### config.mk
export PLATFORM = sky130hd
export DESIGN_NAME = mmu_table_walk_seq
export DESIGN_NICKNAME = d
export VERILOG_FILES = /design/src/rtl/mmu_walk_pkg.sv /design/src/rtl/mmu_walk_index_extract.sv /design/src/rtl/mmu_table_walk_seq.sv
export SDC_FILE = /design/constraint.sdc
export NUM_CORES = 1
export LEC_CHECK = 0
export CORE_ASPECT_RATIO = 0.9
export CORE_MARGIN = 10
export CORE_UTILIZATION = 40
export CTS_BUF_LIST = sky130_fd_sc_hd__clkbuf_16
export DETAILED_ROUTE_END_ITERATION = 7
export HOLD_SLACK_MARGIN = 0.05
export SLEW_MARGIN = 15
export SYNTH_ARGS = -nofsm -noshare
export SYNTH_HDL_FRONTEND = slang
export SYNTH_SLANG_ARGS = --single-unit
export TNS_END_PERCENT = 10
### constraint.sdc
create_clock -name CLK -period 16.9 [get_ports CLK]
set_clock_uncertainty 0.05 [all_clocks]
set_input_delay 3.38 -clock CLK [delete_from_list [all_inputs] [get_ports CLK]]
set_output_delay 3.38 -clock CLK [all_outputs]
set_load 0.005 [all_outputs]
### src/rtl/mmu_walk_pkg.sv
// mmu_walk_pkg: shared types and constants for the PMMU table-walk sequencer
package mmu_walk_pkg;
  typedef enum logic [2:0] {IDLE, ISSUE, DECODE, DONE, FAULT} walk_state_t;
  localparam logic [1:0] DT_INVALID = 2'd0;
  localparam logic [1:0] DT_PAGE = 2'd1;
  localparam logic [31:0] TBL_ADDR_MASK = 32'hFFFF_FFF0;
  localparam int PG_ATTR_W_DEF = 8;
  // TI field for a level, TIA (level 0) sits in the top nibble
  function automatic logic [3:0] ti_field(input logic [15:0] ti, input logic [1:0] lvl);
    return 4'(ti >> (4'd12 - {lvl, 2'b00}));
  endfunction
endpackage

### src/rtl/mmu_walk_index_extract.sv
// mmu_walk_index_extract: pulls the table index addr[bitpos-1 -: width] out of the logical address
module mmu_walk_index_extract #(
  parameter int ADDR_W = 32
) (
  input  logic [ADDR_W-1:0] addr_i,
  input  logic [5:0]        bitpos_i,
  input  logic [3:0]        width_i,
  output logic [15:0]       idx_o
);
  logic [6:0] sh;
  // zero padding below the address lets a field that runs past bit 0 fill with zeros
  always_comb begin
    sh = 7'(bitpos_i) + 7'(ADDR_W) - 7'(width_i);
    idx_o = 16'({addr_i, {ADDR_W{1'b0}}} >> sh) & ((16'h1 << width_i) - 16'h1);
  end
endmodule

### src/rtl/mmu_table_walk_seq.sv
// mmu_table_walk_seq: short-format descriptor table walker producing a page base or a fault
module mmu_table_walk_seq
  import mmu_walk_pkg::*;
#(
  parameter int ADDR_W = 32,
  parameter int MAX_LEVELS = 4,
  parameter int PG_ATTR_W = PG_ATTR_W_DEF
) (
  input  logic              CLK,
  input  logic              RESET_CPU,
  input  logic              MMU_RUNTIME_REQ,
  input  logic [ADDR_W-1:0] MMU_LOG_ADDR,
  input  logic              ATC_HIT,
  input  logic [ADDR_W-1:0] ROOT_PTR,
  input  logic [4:0]        TC_IS,
  input  logic [15:0]       TC_TI,
  input  logic              BUS_BSY,
  output logic              WALK_RD_REQ,
  output logic [ADDR_W-1:0] WALK_RD_ADDR,
  input  logic              WALK_RD_ACK,
  input  logic [31:0]       WALK_RD_DATA,
  input  logic              WALK_BERR,
  output logic              MMU_RUNTIME_STALL,
  output logic              WALK_DONE,
  output logic [ADDR_W-1:0] WALK_PADDR,
  output logic              ATC_LOAD,
  output logic              WALK_FAULT,
  output logic [1:0]        WALK_FAULT_LEVEL,
  output logic              WALK_FAULT_BERR
);
  walk_state_t       state_q;
  logic [1:0]        level_q, fault_lvl_q;
  logic [5:0]        bitpos_q;
  logic [ADDR_W-1:0] addr_q, ptr_q, paddr_q;
  logic [15:0]       ti_q, idx;
  logic [31:0]       desc_q;
  logic              rd_req_q, done_q, fault_q, fault_berr_q, miss;
  logic [3:0]        ti_cur, ti_next;
  logic              unused_bus_bsy;
  assign unused_bus_bsy = BUS_BSY;
  assign miss = MMU_RUNTIME_REQ && !ATC_HIT;
  assign ti_cur = ti_field(ti_q, level_q);
  assign ti_next = ti_field(ti_q, level_q + 2'd1);
  mmu_walk_index_extract #(.ADDR_W(ADDR_W)) u_idx (
    .addr_i  (addr_q),
    .bitpos_i(bitpos_q),
    .width_i (ti_cur),
    .idx_o   (idx)
  );
  assign WALK_RD_REQ = rd_req_q;
  assign WALK_RD_ADDR = rd_req_q ? ptr_q + (ADDR_W'(idx) << 2) : '0;
  assign MMU_RUNTIME_STALL = state_q == ISSUE || state_q == DECODE || (state_q == IDLE && miss);
  assign WALK_DONE = done_q;
  assign ATC_LOAD = done_q;
  assign WALK_PADDR = paddr_q;
  assign WALK_FAULT = fault_q;
  assign WALK_FAULT_LEVEL = fault_lvl_q;
  assign WALK_FAULT_BERR = fault_berr_q;
  // walk FSM; pulse outputs are set on the transition into DONE/FAULT so they are high for that one state
  always_ff @(posedge CLK) begin
    if (RESET_CPU) begin
      state_q <= IDLE;
      level_q <= '0;
      bitpos_q <= '0;
      addr_q <= '0;
      ptr_q <= '0;
      ti_q <= '0;
      desc_q <= '0;
      paddr_q <= '0;
      rd_req_q <= 1'b0;
      done_q <= 1'b0;
      fault_q <= 1'b0;
      fault_lvl_q <= '0;
      fault_berr_q <= 1'b0;
    end else begin
      done_q <= 1'b0;
      fault_q <= 1'b0;
      fault_lvl_q <= '0;
      fault_berr_q <= 1'b0;
      case (state_q)
        IDLE: if (miss) begin
          addr_q <= MMU_LOG_ADDR;
          ptr_q <= ROOT_PTR & ADDR_W'(TBL_ADDR_MASK);
          level_q <= '0;
          bitpos_q <= 6'd32 - 6'(TC_IS);
          ti_q <= TC_TI;
          if (ti_field(TC_TI, 2'd0) == 4'd0) begin
            state_q <= FAULT;
            fault_q <= 1'b1;
          end else begin
            state_q <= ISSUE;
            rd_req_q <= 1'b1;
          end
        end
        ISSUE: if (WALK_BERR) begin
          rd_req_q <= 1'b0;
          state_q <= FAULT;
          fault_q <= 1'b1;
          fault_berr_q <= 1'b1;
          fault_lvl_q <= level_q;
        end else if (WALK_RD_ACK) begin
          rd_req_q <= 1'b0;
          desc_q <= WALK_RD_DATA;
          bitpos_q <= bitpos_q - 6'(ti_cur);
          state_q <= DECODE;
        end
        DECODE: if (desc_q[1:0] == DT_INVALID ||
                    (desc_q[1] && (level_q == 2'(MAX_LEVELS - 1) || ti_next == 4'd0))) begin
          state_q <= FAULT;
          fault_q <= 1'b1;
          fault_lvl_q <= level_q;
        end else if (desc_q[1:0] == DT_PAGE) begin
          paddr_q <= ADDR_W'(desc_q & ~((32'h1 << PG_ATTR_W) - 32'h1));
          done_q <= 1'b1;
          state_q <= DONE;
        end else begin
          ptr_q <= ADDR_W'(desc_q & TBL_ADDR_MASK);
          level_q <= level_q + 2'd1;
          rd_req_q <= 1'b1;
          state_q <= ISSUE;
        end
        default: state_q <= IDLE;
      endcase
    end
  end
endmodule
==> results.yml, run 1 <==
power_and_ir_drop:
  power_uw: 1240
  p_leak_uw: 0.00447
  powerDensity_nw_per_um2: 101
  peakVddDrop_mv: 0.0747
setup_path:
  crit_path_end_kind: "primary output"
  critPathArrivalTime_ns: 7.39
  critPathKind: "flip-flop to primary output"
  critical_path.max_fanout: 54
  required_ns: 13.47
  start_kind: "flip-flop"
detailed_routing:
  dr_total_vias: 9545
  drtIter0Drc: 917
  routed_via_density: 5.68
  drc: 0
  wl_per_cell_um: 19.5
  dr.pass1.iters: 5
  wl_um: 32800
  antenna_left: 0
cts:
  cts.sinks: 147
  clk_pin_slew_ns: 0.08
  postCtsSetupRepairBufs: 0
  numCtsBuffers: 17
  hold_buffers: 0
  cts_tree: "built"
  clockBufferDepth: 2
  post_cts_resized: 0
  cts-htree-levels: 4
  insertion_delay_ns: 0.43
  cts-root-buf: "clkbuf_16"
timing:
  slew_headroom_pct: 27.6
  clock.fmax_ghz: 0.0924
  fin_ws_ns: 6.08
  setup_tns_ns: 0
  period_share_pct: 64.0
  hold_violations: 0
  rsz0062_at_grt: "no"
  finalCriticalPeriod_ns: 10.82
  tightestPinTransition_ns: 1.08
  finalSetupViolations: 0
  slew_viol_final: 0
logic_synthesis:
  synth_area_leader_cell: "dfxtp_1"
  post_synth_fa_ha_maj_area_fraction_pct: 4.19
  synth-simple-area-share_pct: 20.6
  yosysSeqAreaShare_pct: 30.1
  synth_area_leaders: "dfxtp_1 (30%), nand2_1 (9.4%), a21oi_1 (8.1%), mux2i_1 (4.8%), mux4_2 (4.6%)"
  synth-seq-cells: 147
  syn_area_sq_um: 9780
  synthMuxAreaShare_pct: 12.4
  async_reset_ff_share_pct: 0
  synth_edf_count: 0
  synth_top_family_by_area: "compound AO/OA/AOI/OAI gates"
  synth-compound-area-share_pct: 24.5
  synthCells: 1239
  synth_cell_types: 70
  yosys.area.top_type_share_pct: 30.1
  avgSynthCellArea_sq_um: 7.90
  yosysWarnings: 0
  synthFlopType: "dfxtp_1"
  synth_xor_area_share_pct: 2.07
die:
  die_h_um: 168
  io_pins: 196
  dieArea_sq_um: 31100
  std_cell_rows: 54
  initial_core_util_pct: 40.4
  die_w_um: 185
  coreArea_sq_um: 24200
placement:
  dp_slack_ns: 6.22
  dp_hpwl_um: 24100
  port_buffers: 178
  gp_congestion: 0.884
  dp_cells: 1646
  dpl-instance-area_sq_um: 11600
global_routing:
  grt_max_degree: 104
  antenna_found_initial: 4
  grt_usage_pct: 20.5
  grt_pass1_wl_um: 51100
  overflow: 0
  grt_pass1_vias: 9021
min_path:
  hold_class: "flip-flop to flip-flop"
cells_and_area:
  finalNonFillerCells: 1681
  multi_input_area_sq_um: 6330
  drive_above_1_share_pct: 8.83
  final_area_sq_um: 12300
  syn2layout_area_growth_pct: 25.3
  nFillCells: 2378
  ff_latch_area_sq_um: 2940
  fin_nets: 1512
  layout_commonest_cell: "nand2_1"
  final_cell_mix: "nand2_1 (245), clkdlybuf4s50_1 (177), a21oi_1 (158)"
run:
  maxCapViolations: 0
outcome:
  status: "finished clean"
-- state kept, by name (all words and copies together), names as in the netlist --
name              cells
WALK_FAULT_BERR       1
ti_q                 16
desc_q               30
ATC_LOAD              1
ptr_q                28
WALK_FAULT_LEVEL      2
state_q               3
addr_q               32
level_q               2
bitpos_q              6
WALK_RD_REQ           1
WALK_PADDR           24
WALK_FAULT            1
-- metal layers --
| metal | track usage [%] | wire length [um] | vias to the layer above |
|---|---|---|---|
| met2 | 29.7 | 14200 | 305 |
| met5 | 0 | 0 | - |
| met1 | 29.1 | 15600 | 4469 |
| li1 | - | - | 4738 |
| met4 | 5.93 | 619 | 0 |
| met3 | 5.04 | 2310 | 33 |
-- cell type report --
class / count / area share [%]
Clock buffer: 17 / 3.47
Tap cell: 308 / 3.14
Clock inverter: 15 / 1.60
Timing Repair Buffer: 195 / 15.5
Multi-Input combinational cell: 977 / 51.6
Antenna cell: 3 / 0.0612
Inverter: 19 / 0.582
Sequential cell: 147 / 24.0
-- through the flow --
step | hold slack, ns | util, %
floorplan | 0.382 | -
global placement | 0.390 | 48.1
detailed placement | 0.396 | 48.1
CTS | 0.406 | 50.6
global route | 0.424 | 50.7
finish | 0.403 | 50.7
-- worst paths after layout --
kind / startpoint / end / slack [ns] / cells past startpoint
max: level_q[1] / WALK_RD_ADDR[20] / 6.08 / 21
min: desc_q[0] / desc_q[0] / 0.40 / 2
max reg2reg: level_q[0] / bitpos_q[1] / 13.73 / 7
min reg2reg: desc_q[0] / desc_q[0] / 0.40 / 2
-- report_power, final --
group | leakage (uW) | internal (uW) | total, uW | switching, uW
clock network | 0.000302 | 204 | 402 | 197
logic | 0.00297 | 187 | 448 | 261
registers | 0.00120 | 366 | 393 | 26.9
-- cell families after synthesis --
group / Yosys count
muxes: 93
AOI/OAI and AO/OA: 366
xor gates and xnor gates: 21
and+or+nand+nor: 455
adders and majority gates: 31
other: 1
buffers and inverters: 125
DFF: 147
-- critical path, cell delays in order, from the launching register on --
cell and delay [ns]:
dfxtp_1 0.60, mux4_2 0.71, inv_1 0.16, ha_1 0.33, xor2_1 0.22, ha_2 0.33, buf_4 0.53, mux4_2 0.58
a21oi_1 0.28, mux2i_1 0.18, mux2i_1 0.20, a2111oi_1 0.10, ha_1 0.23, fa_1 0.45, a211oi_1 0.28, o21bai_1 0.14
a21o_1 0.23, a221oi_1 0.29, buf_4 0.23, o21ai_0 0.11, a21oi_1 0.17, clkdlybuf4s50_1 0.55
-- cells in the mapped netlist (13+ instances only) --
library cell and n:
nand3_1 21, a21oi_1 158, mux2_2 25, buf_2 20
a221o_1 34, clkbuf_1 62, nor3_1 24, buf_4 13
nand2_1 245, nor2_1 85, a211oi_1 17, mux2i_1 47
a21o_1 15, dfxtp_1 147, ha_1 28, inv_1 19
mux4_2 20, a22oi_1 34, o21ai_0 37
Power figures use the tool's default switching activity.
==> inputs of run 2 (changes only) <==
==> constraint.sdc (replaced) <==
create_clock -name CLK -period 10.2 [get_ports CLK]
set_clock_uncertainty 0.05 [all_clocks]
set_input_delay 2.04 -clock CLK [delete_from_list [all_inputs] [get_ports CLK]]
set_output_delay 2.04 -clock CLK [all_outputs]
set_load 0.005 [all_outputs]
==> results.yml, run 2 (synthesized netlist as in run 1, its figures left out) <==
cts:
  post_cts_resized: 0
  clockBufferDepth: 2
  clk_pin_slew_ns: 0.07
  cts.sinks: 147
  cts_tree: "built"
  insertion_delay_ns: 0.43
  postCtsSetupRepairBufs: 0
  cts-htree-levels: 4
  cts-root-buf: "clkbuf_16"
  numCtsBuffers: 17
  hold_buffers: 0
placement:
  dp_hpwl_um: 24200
  gp_congestion: 0.923
  port_buffers: 178
  dpl-instance-area_sq_um: 11600
power_and_ir_drop:
  pwr-share-seq_pct: 31.5
  peakVddDrop_mv: 0.172
  p_int_uw: 1260
  clock_power_share_pct: 32.4
  power_switching_uw: 809
  swShare_pct: 39.1
  p_comb_share_pct: 36.1
  powerDensity_nw_per_um2: 169
  p_leak_uw: 0.00448
cells_and_area:
  layout_commonest_cell: "nand2_1"
  drive_above_1_share_pct: 8.89
  syn2layout_area_growth_pct: 25.5
  final_cell_mix: "nand2_1 (245), clkdlybuf4s50_1 (177), a21oi_1 (158)"
  final_area_sq_um: 12300
  reg_top3: "addr_q: 32 flops, desc_q: 30 flops, ptr_q: 28 flops"
  fin_nets: 1515
  largest_register_ffs: 32
  nFillCells: 2364
  largest-register: "addr_q"
setup_path:
  critPathArrivalTime_ns: 7.51
  critical_path.max_fanout: 44
  cp-startpoint: "level_q[1]"
  path_buf_inv: 3
  start_kind: "flip-flop"
  critPathKind: "flip-flop to primary output"
  worst-path-stages: 20
  required_ns: 8.11
  r2r_start: "level_q[0]"
  r2r_cells: 6
  crit_chain: "mux4_2 > inv_1 > ha_1 > xor2_1 > ha_2 > mux4_2 > a21oi_1 > mux2i_1 > mux2i_1 > a2111oi_1 > ha_1 > fa_1 > a211oi_1 > o21bai_1 > a21o_1 > a221oi_1 > buf_4 > o21ai_0 > a21oi_1 > clkdlybuf4s50_1"
  rrSetupSlack_ns: 7.16
  crit_path_end_kind: "primary output"
  slowest_stage: "ha_2"
  slowest_delay_ns: 1.01
  crit_family: "adder cells"
  crit_end: "WALK_RD_ADDR[30]"
  r2r_end: "bitpos_q[1]"
detailed_routing:
  wl_um: 33000
  drtIter0Drc: 813
  antenna_left: 0
  dr_total_vias: 9735
  dr.pass1.iters: 7
  wl_per_cell_um: 19.6
  routed_via_density: 5.78
  drc: 0
die:
  coreArea_sq_um: 24200
  std_cell_rows: 54
  die_w_um: 185
  io_pins: 196
  dieArea_sq_um: 31100
  initial_core_util_pct: 40.4
  die_h_um: 168
run:
  maxCapViolations: 0
global_routing:
  grt_pass1_vias: 9074
  grt_pass1_wl_um: 51900
  grt_usage_pct: 20.7
  antenna_found_initial: 4
  grt_max_degree: 62
  overflow: 0
timing:
  tightestPinTransition_ns: 1.08
  slew_viol_final: 0
  slew_headroom_pct: 27.5
  period_share_pct: 94.1
  whs_ns: 0.407
  rsz0062_at_grt: "no"
  finalSetupViolations: 0
  finalCriticalPeriod_ns: 9.60
  setup_tns_ns: 0
  hold_violations: 0
  clock.fmax_ghz: 0.104
min_path:
  hold_class: "flip-flop to flip-flop"
outcome:
  status: "finished clean"
-- run 2: cell types whose count changed in the layout (fill, tap and decap cells not counted), sizes merged --
| cell | previous run | this run |
|---|---|---|
| clkinv | 6 | 8 |
| diode | 3 | 4 |
| buf | 18 | 21 |
| inv | 28 | 26 |
-- run 2: cell type report --
type | count | area [sq um] | share of cell area [%]
multi-input combinational | 977 | 6310 | 51.4
timing repair buffer | 198 | 1930 | 15.7
inverter | 19 | 71.3 | 0.581
clock inverter | 15 | 204 | 1.66
tap | 308 | 385 | 3.14
clock buffer | 17 | 425 | 3.46
antenna | 4 | 10.0 | 0.0815
sequential | 147 | 2940 | 24.0
-- run 2: how the worst min path moves through the flow --
| stage | cells after the start | start | slack (ns) | end |
|---|---|---|---|---|
| 2_1_floorplan | 2 | desc_q[0] | 0.38 | desc_q[0] |
| 3_3_place_gp | 2 | WALK_PADDR[9] | 0.39 | WALK_PADDR[9] |
| 3_5_place_dp | 2 | WALK_PADDR[24] | 0.40 | WALK_PADDR[24] |
| 4_1_cts | 2 | WALK_PADDR[24] | 0.41 | WALK_PADDR[24] |
| 5_1_grt | 2 | WALK_PADDR[25] | 0.43 | WALK_PADDR[25] |
| 6_report | 2 | WALK_PADDR[11] | 0.41 | WALK_PADDR[11] |
-- run 2: power by group through the flow --
stage	logic [uW]	registers [uW]	clock network [uW]
after floorplan	555	643	0
after CTS	738	650	681
final	748	652	671
after detailed placement	733	663	0
after global placement	729	662	0
after global routing	815	657	709
-- run 2: through the flow --
stage / utilization [%] / total power [uW] / worst slack [ns] / std cells
final: 50.8 / 2070 / 0.602 / 1685
after global routing: 50.8 / 2180 / 0.0279 / 1684
after CTS: 50.7 / 2070 / 0.641 / 1681
after detailed placement: 48.1 / 1400 / 1.12 / 1649
after global placement: 48.1 / 1390 / 1.15 / 1649
after floorplan: - / 1200 / 2.59 / 1249
-- run 2: worst min-delay path, delay by kind of cell, from the launching register on --
family / cells / cell delay (ns)
AND/OR/NAND/NOR: 1 / 0.05
AO/OA/AOI/OAI: 1 / 0.05
flip-flops: 1 / 0.31
-- run 2: routing by layer --
metal  wire length [um]  track usage, %  share of wire [%]  vias up
li1                   -               -                  -     4738
met1              15600            29.5                 47     4637
met2              14400            30.3                 44      335
met3               2570            5.01                7.8       25
met4                463            5.23                1.4        0
met5                  0               0                  0        -
==> variant 1, RTL diff (config.mk and constraints of run 1) <==
Make the reset (`RESET_CPU`) asynchronous in one clocked block.
--- a/src/rtl/mmu_table_walk_seq.sv
+++ b/src/rtl/mmu_table_walk_seq.sv
@@ -57,7 +57,7 @@
   assign WALK_FAULT_LEVEL = fault_lvl_q;
   assign WALK_FAULT_BERR = fault_berr_q;
   // walk FSM; pulse outputs are set on the transition into DONE/FAULT so they are high for that one state
-  always_ff @(posedge CLK) begin
+  always_ff @(posedge CLK or posedge RESET_CPU) begin
     if (RESET_CPU) begin
       state_q <= IDLE;
       level_q <= '0;
Check against the original RTL: not equivalent (Yosys sat finds a counterexample within 4 cycles, from zero or initial values and one cycle with RESET_CPU high; the reset may be asserted at any time).
==> variant 1 against run 1 <==
Synthesized area grew 5.2%. Sequential cell count did not move. Routed wire length is 8.2% lower. Via count is 11% lower. Core utilization grew 0.54 points. Final area increased by 5.5%. Setup slack worse by 480 ps. Critical endpoint is now WALK_RD_ADDR[30].
Power is left out: the tool's default activity adds up to more than one toggle a clock period on the data nets, which glitch-free logic cannot reach.
==> variant 1: results (changes against run 1) <==
status=finished clean; CP max-delay cell=mux4_2; Largest regs=addr_q: 32 flops, desc_q: 30 flops, ptr_q: 28 flops; synth unique cells=70 (unchanged); CTS buffer count=17 (unchanged); critical path's largest stage delay=700 ps; Hold Crit Depth=2 (unchanged); pin count of the biggest net entering global routing=87 (-16%); WP data arrival=7870 ps (+480 ps); Commonest cells post-synth=147 x dfrtp_1, 118 x mux2_2, 113 x nand2_1; layout cell share with drive strength beyond 1=18.6% (+9.7 points); vias in the first global route=8358 (-7.3%); Compound-Gate Fraction of Synth Area=13.1% (-11 points); Wirelength per Cell=19.8 um (+1.7%); fill count=2367 (-0.46%); post-synthesis sequential area ratio=35.7% (+5.7 points); warnings from Yosys=0 (unchanged); placer congestion estimate=0.905 (+2.4%); All-Layer GR Usage=18.3% (-2.2 points); Clk pin slew, worst setup/hold paths=80 ps (about the same); first-pass GRT wire length=47.4 mm (-7.1%); worst-margin pin slew=901 ps (-182 ps); crit path max fanout=51 (-5.6%); post-CTS setup buffer count=0 (unchanged); top post-synthesis cells by area=dfrtp_1 36%, mux2_2 13%, mux2i_1 7.7%; top_reg_cell synth=dfrtp_1; IO Port Bufs=178 (unchanged); CTS H-Tree Depth=4 (unchanged); final wirelength=30.1 mm (-8.2%); clock root cell=clkbuf_16; Inst Count DP=1484 (-9.8%); nets=1316 (-13%); Gates resized, CTS repair=0 (unchanged); worst hold path class=reg -> reg; initial antenna violation count=1 (-3); Syn Inst Count=1011 (-18%); mux share of post-synthesis cell area=28.3% (+16 points); Post-synth ARST share=100% (+100 points); First-pass DRT Iterations=5 (unchanged); DP HPWL=22.6 mm (-6.3%); Via density=5.57 (-1.8%); number of cells on the worst reg-to-reg path=6 (-1); Bufs on Longest Clock Path=2 (unchanged); clk_lat worst skew=430 ps (about the same); Synth Area in Adders=3.99% (-0.21 points); Post-Synth XOR/XNOR Area=1.61% (-0.47 points); drt first-iter violations=661 (-28%)
==> variant 1: cell count changes in the layout (fill, tap and decap cells not counted), sizes merged, moves of 9 or more <==
cell and delta:
mux2i +32, o21ai +20, mux4 +15, dfrtp +147, and2 +9, nor2 -37, a21oi -105, a22oi -31
nand2 -132, mux2 +92, a221o -34, dfxtp -147
==> variant 1: logic make-up after synthesis <==
family,count (synthesis)
AO/OA/AOI/OAI,209
XOR/XNOR,18
adder cells (fa/ha/maj),31
buffers and inverters,95
flip-flops,147
multiplexers,232
other,1
AND/OR/NAND/NOR,278
==> variant 1: worst paths after layout <==
kind / start / end / slack [ps]
max: level_q[0]$_DFFE_PP0P_ / WALK_RD_ADDR[30] / 5600
min: ptr_q[16]$_DFFE_PP0P_ / ptr_q[16]$_DFFE_PP0P_ / 440
max reg2reg: level_q[0]$_DFFE_PP0P_ / bitpos_q[1]$_DFFE_PP0P_ / 13660
min reg2reg: ptr_q[16]$_DFFE_PP0P_ / ptr_q[16]$_DFFE_PP0P_ / 440
max in group asynchronous: RESET_CPU / addr_q[31]$_DFFE_PP0P_ / 12030
min in group asynchronous: RESET_CPU / WALK_PADDR[31]$_DFFE_PP0P_ / 3420
==> variant 1: routing by layer <==
metal  part of all wire [%]  GRT usage (%)  up-vias  wire [um]
met3                    6.5           4.51       25       1950
met5                      0              0        -          0
met1                     47           25.6     4147      14200
li1                       -              -     4036          -
met4                    1.5           4.86        0        446
met2                     45           27.6      248      13400
==> variant 1: worst max-delay path: cells and delay by family (launching register included) <==
family,cells,cell delay [ps]
AOI/OAI and AO/OA,9,2290
xor gates and xnor gates,1,250
adders and majority gates,4,1390
buffers and inverters,3,1310
DFF,1,650
muxes,3,1320
and+or+nand+nor,1,170
==> variant 1: layout make-up <==
type / count / area (um2) / area share (%)
inverter: 25 / 98.8 / 0.764
timing repair buffer: 191 / 1880 / 14.5
clock buffer: 17 / 425 / 3.29
antenna: 1 / 2.50 / 0.0193
tap: 342 / 428 / 3.31
multi-input combinational: 779 / 6230 / 48.1
clock inverter: 15 / 203 / 1.57
sequential: 147 / 3680 / 28.4
==> variant 1: metrics by stage <==
stage / hold WS (ps) / setup slack (ps) / instance area (um2)
finish: 444 / 5600 / 12900
global route: 458 / 5060 / 12900
CTS: 449 / 5660 / 12900
detailed placement: 432 / 6160 / 12300
global placement: 424 / 6100 / 12300
floorplan: 406 / 8000 / 10300
==> variant 2, RTL diff (flow settings as in run 1) <==
Without the edit above. `ADDR_W` is set to 32 in 2 places; all go to 48.
--- a/src/rtl/mmu_walk_index_extract.sv
+++ b/src/rtl/mmu_walk_index_extract.sv
@@ -1,6 +1,6 @@
 // mmu_walk_index_extract: pulls the table index addr[bitpos-1 -: width] out of the logical address
 module mmu_walk_index_extract #(
-  parameter int ADDR_W = 32
+  parameter int ADDR_W = 48
 ) (
   input  logic [ADDR_W-1:0] addr_i,
   input  logic [5:0]        bitpos_i,
--- a/src/rtl/mmu_table_walk_seq.sv
+++ b/src/rtl/mmu_table_walk_seq.sv
@@ -2,7 +2,7 @@
 module mmu_table_walk_seq
   import mmu_walk_pkg::*;
 #(
-  parameter int ADDR_W = 32,
+  parameter int ADDR_W = 48,
   parameter int MAX_LEVELS = 4,
   parameter int PG_ATTR_W = PG_ATTR_W_DEF
 ) (
Interface: changed (resized MMU_LOG_ADDR, ROOT_PTR, WALK_PADDR and WALK_RD_ADDR); port bits go from 196 to 260. The function was not compared with the original's and may differ.
==> variant 2 against run 1 <==
Combinational power is 9.4% higher. Synthesized area rose by 12%. Highest routed layer is now met5. First-iteration DRC count shrank 19%. Final area grew 11%. Power grew 6.1%. Setup slack worse by 740 ps. Routed wire length is 8.1% higher. Clock power increased by 1%. Critical path type unchanged. Global-route usage fell by 0.59 points. Sequential cell count rose by 16.
==> variant 2: results (changes against run 1) <==
Detail Route met3 WL=2.25 mm (-2.8%); mux share of post-synthesis cell area=15.6% (+3.1 points); VDD IR max=0.0728 mV (-2.5%); clk_lat worst skew=450 ps (+20 ps); Logic inverters=24 (+5); hold_ws=408 ps (+4.32 ps); number of cells on the worst reg-to-reg path=6 (-1); Syn Inst Count=1446 (+17%); fill count=2676 (+13%); IO Port Bufs=195 (+9.6%); Inst Count DP=1908 (+16%); DP HPWL=26.4 mm (+9.2%); vias in the first global route=9831 (+9.0%); Post-Synth XOR/XNOR Area=2.44% (+0.37 points); met2 WL post-DR=15.6 mm (+9.3%); pin count of the biggest net entering global routing=93 (-11%); drt first-iter violations=742 (-19%); initial antenna violation count=3 (-1); final wirelength=35.4 mm (+8.1%); global-route track usage on met3=4.89% (-0.15 points); multi-input combinational cell count=1154 (+18%); M2 GR Usage=29.6% (-0.14 points); global routing usage on met1=27.9% (-1.1 points); Reg2Reg Setup Slack=13860 ps (+130 ps); Largest regs=addr_q: 48 flops, desc_q: 30 flops, ptr_q: 28 flops; critical path's largest stage delay=680 ps (-30 ps); Leak=5.11 nW (+14%); first-pass GRT wire length=56.1 mm (+9.8%); All-Layer GR Usage=19.9% (-0.59 points); Wirelength per Cell=18.2 um (-6.5%); Max-Slew Margin vs Limit=24.8% (-2.8 points); nets=1759 (+16%); multi-input combinational area share=52.1% (+0.48 points); status=finished clean; Non-clk bufs=213 (+9.2%)
==> variant 2: worst max path at each step <==
stage | startpoint | end | slack (ps) | depth (start not counted)
after global placement | level_q[0]$_SDFFE_PP0P_ | WALK_RD_ADDR[32] | 5860 | 21
after detailed placement | level_q[0]$_SDFFE_PP0P_ | WALK_RD_ADDR[32] | 5810 | 21
after floorplan | level_q[0]$_SDFFE_PP0P_ | WALK_RD_ADDR[26] | 7660 | 25
final | level_q[0]$_SDFFE_PP0P_ | WALK_RD_ADDR[32] | 5340 | 21
after CTS | level_q[0]$_SDFFE_PP0P_ | WALK_RD_ADDR[32] | 5280 | 21
after global routing | level_q[0]$_SDFFE_PP0P_ | WALK_RD_ADDR[32] | 4780 | 21
==> variant 2: report_power, final <==
group	internal, mW	switching [mW]	total (mW)	leakage [nW]
combinational	0.201	0.289	0.490	3.49
sequential	0.402	0.0184	0.421	1.33
clock	0.213	0.194	0.407	0.294
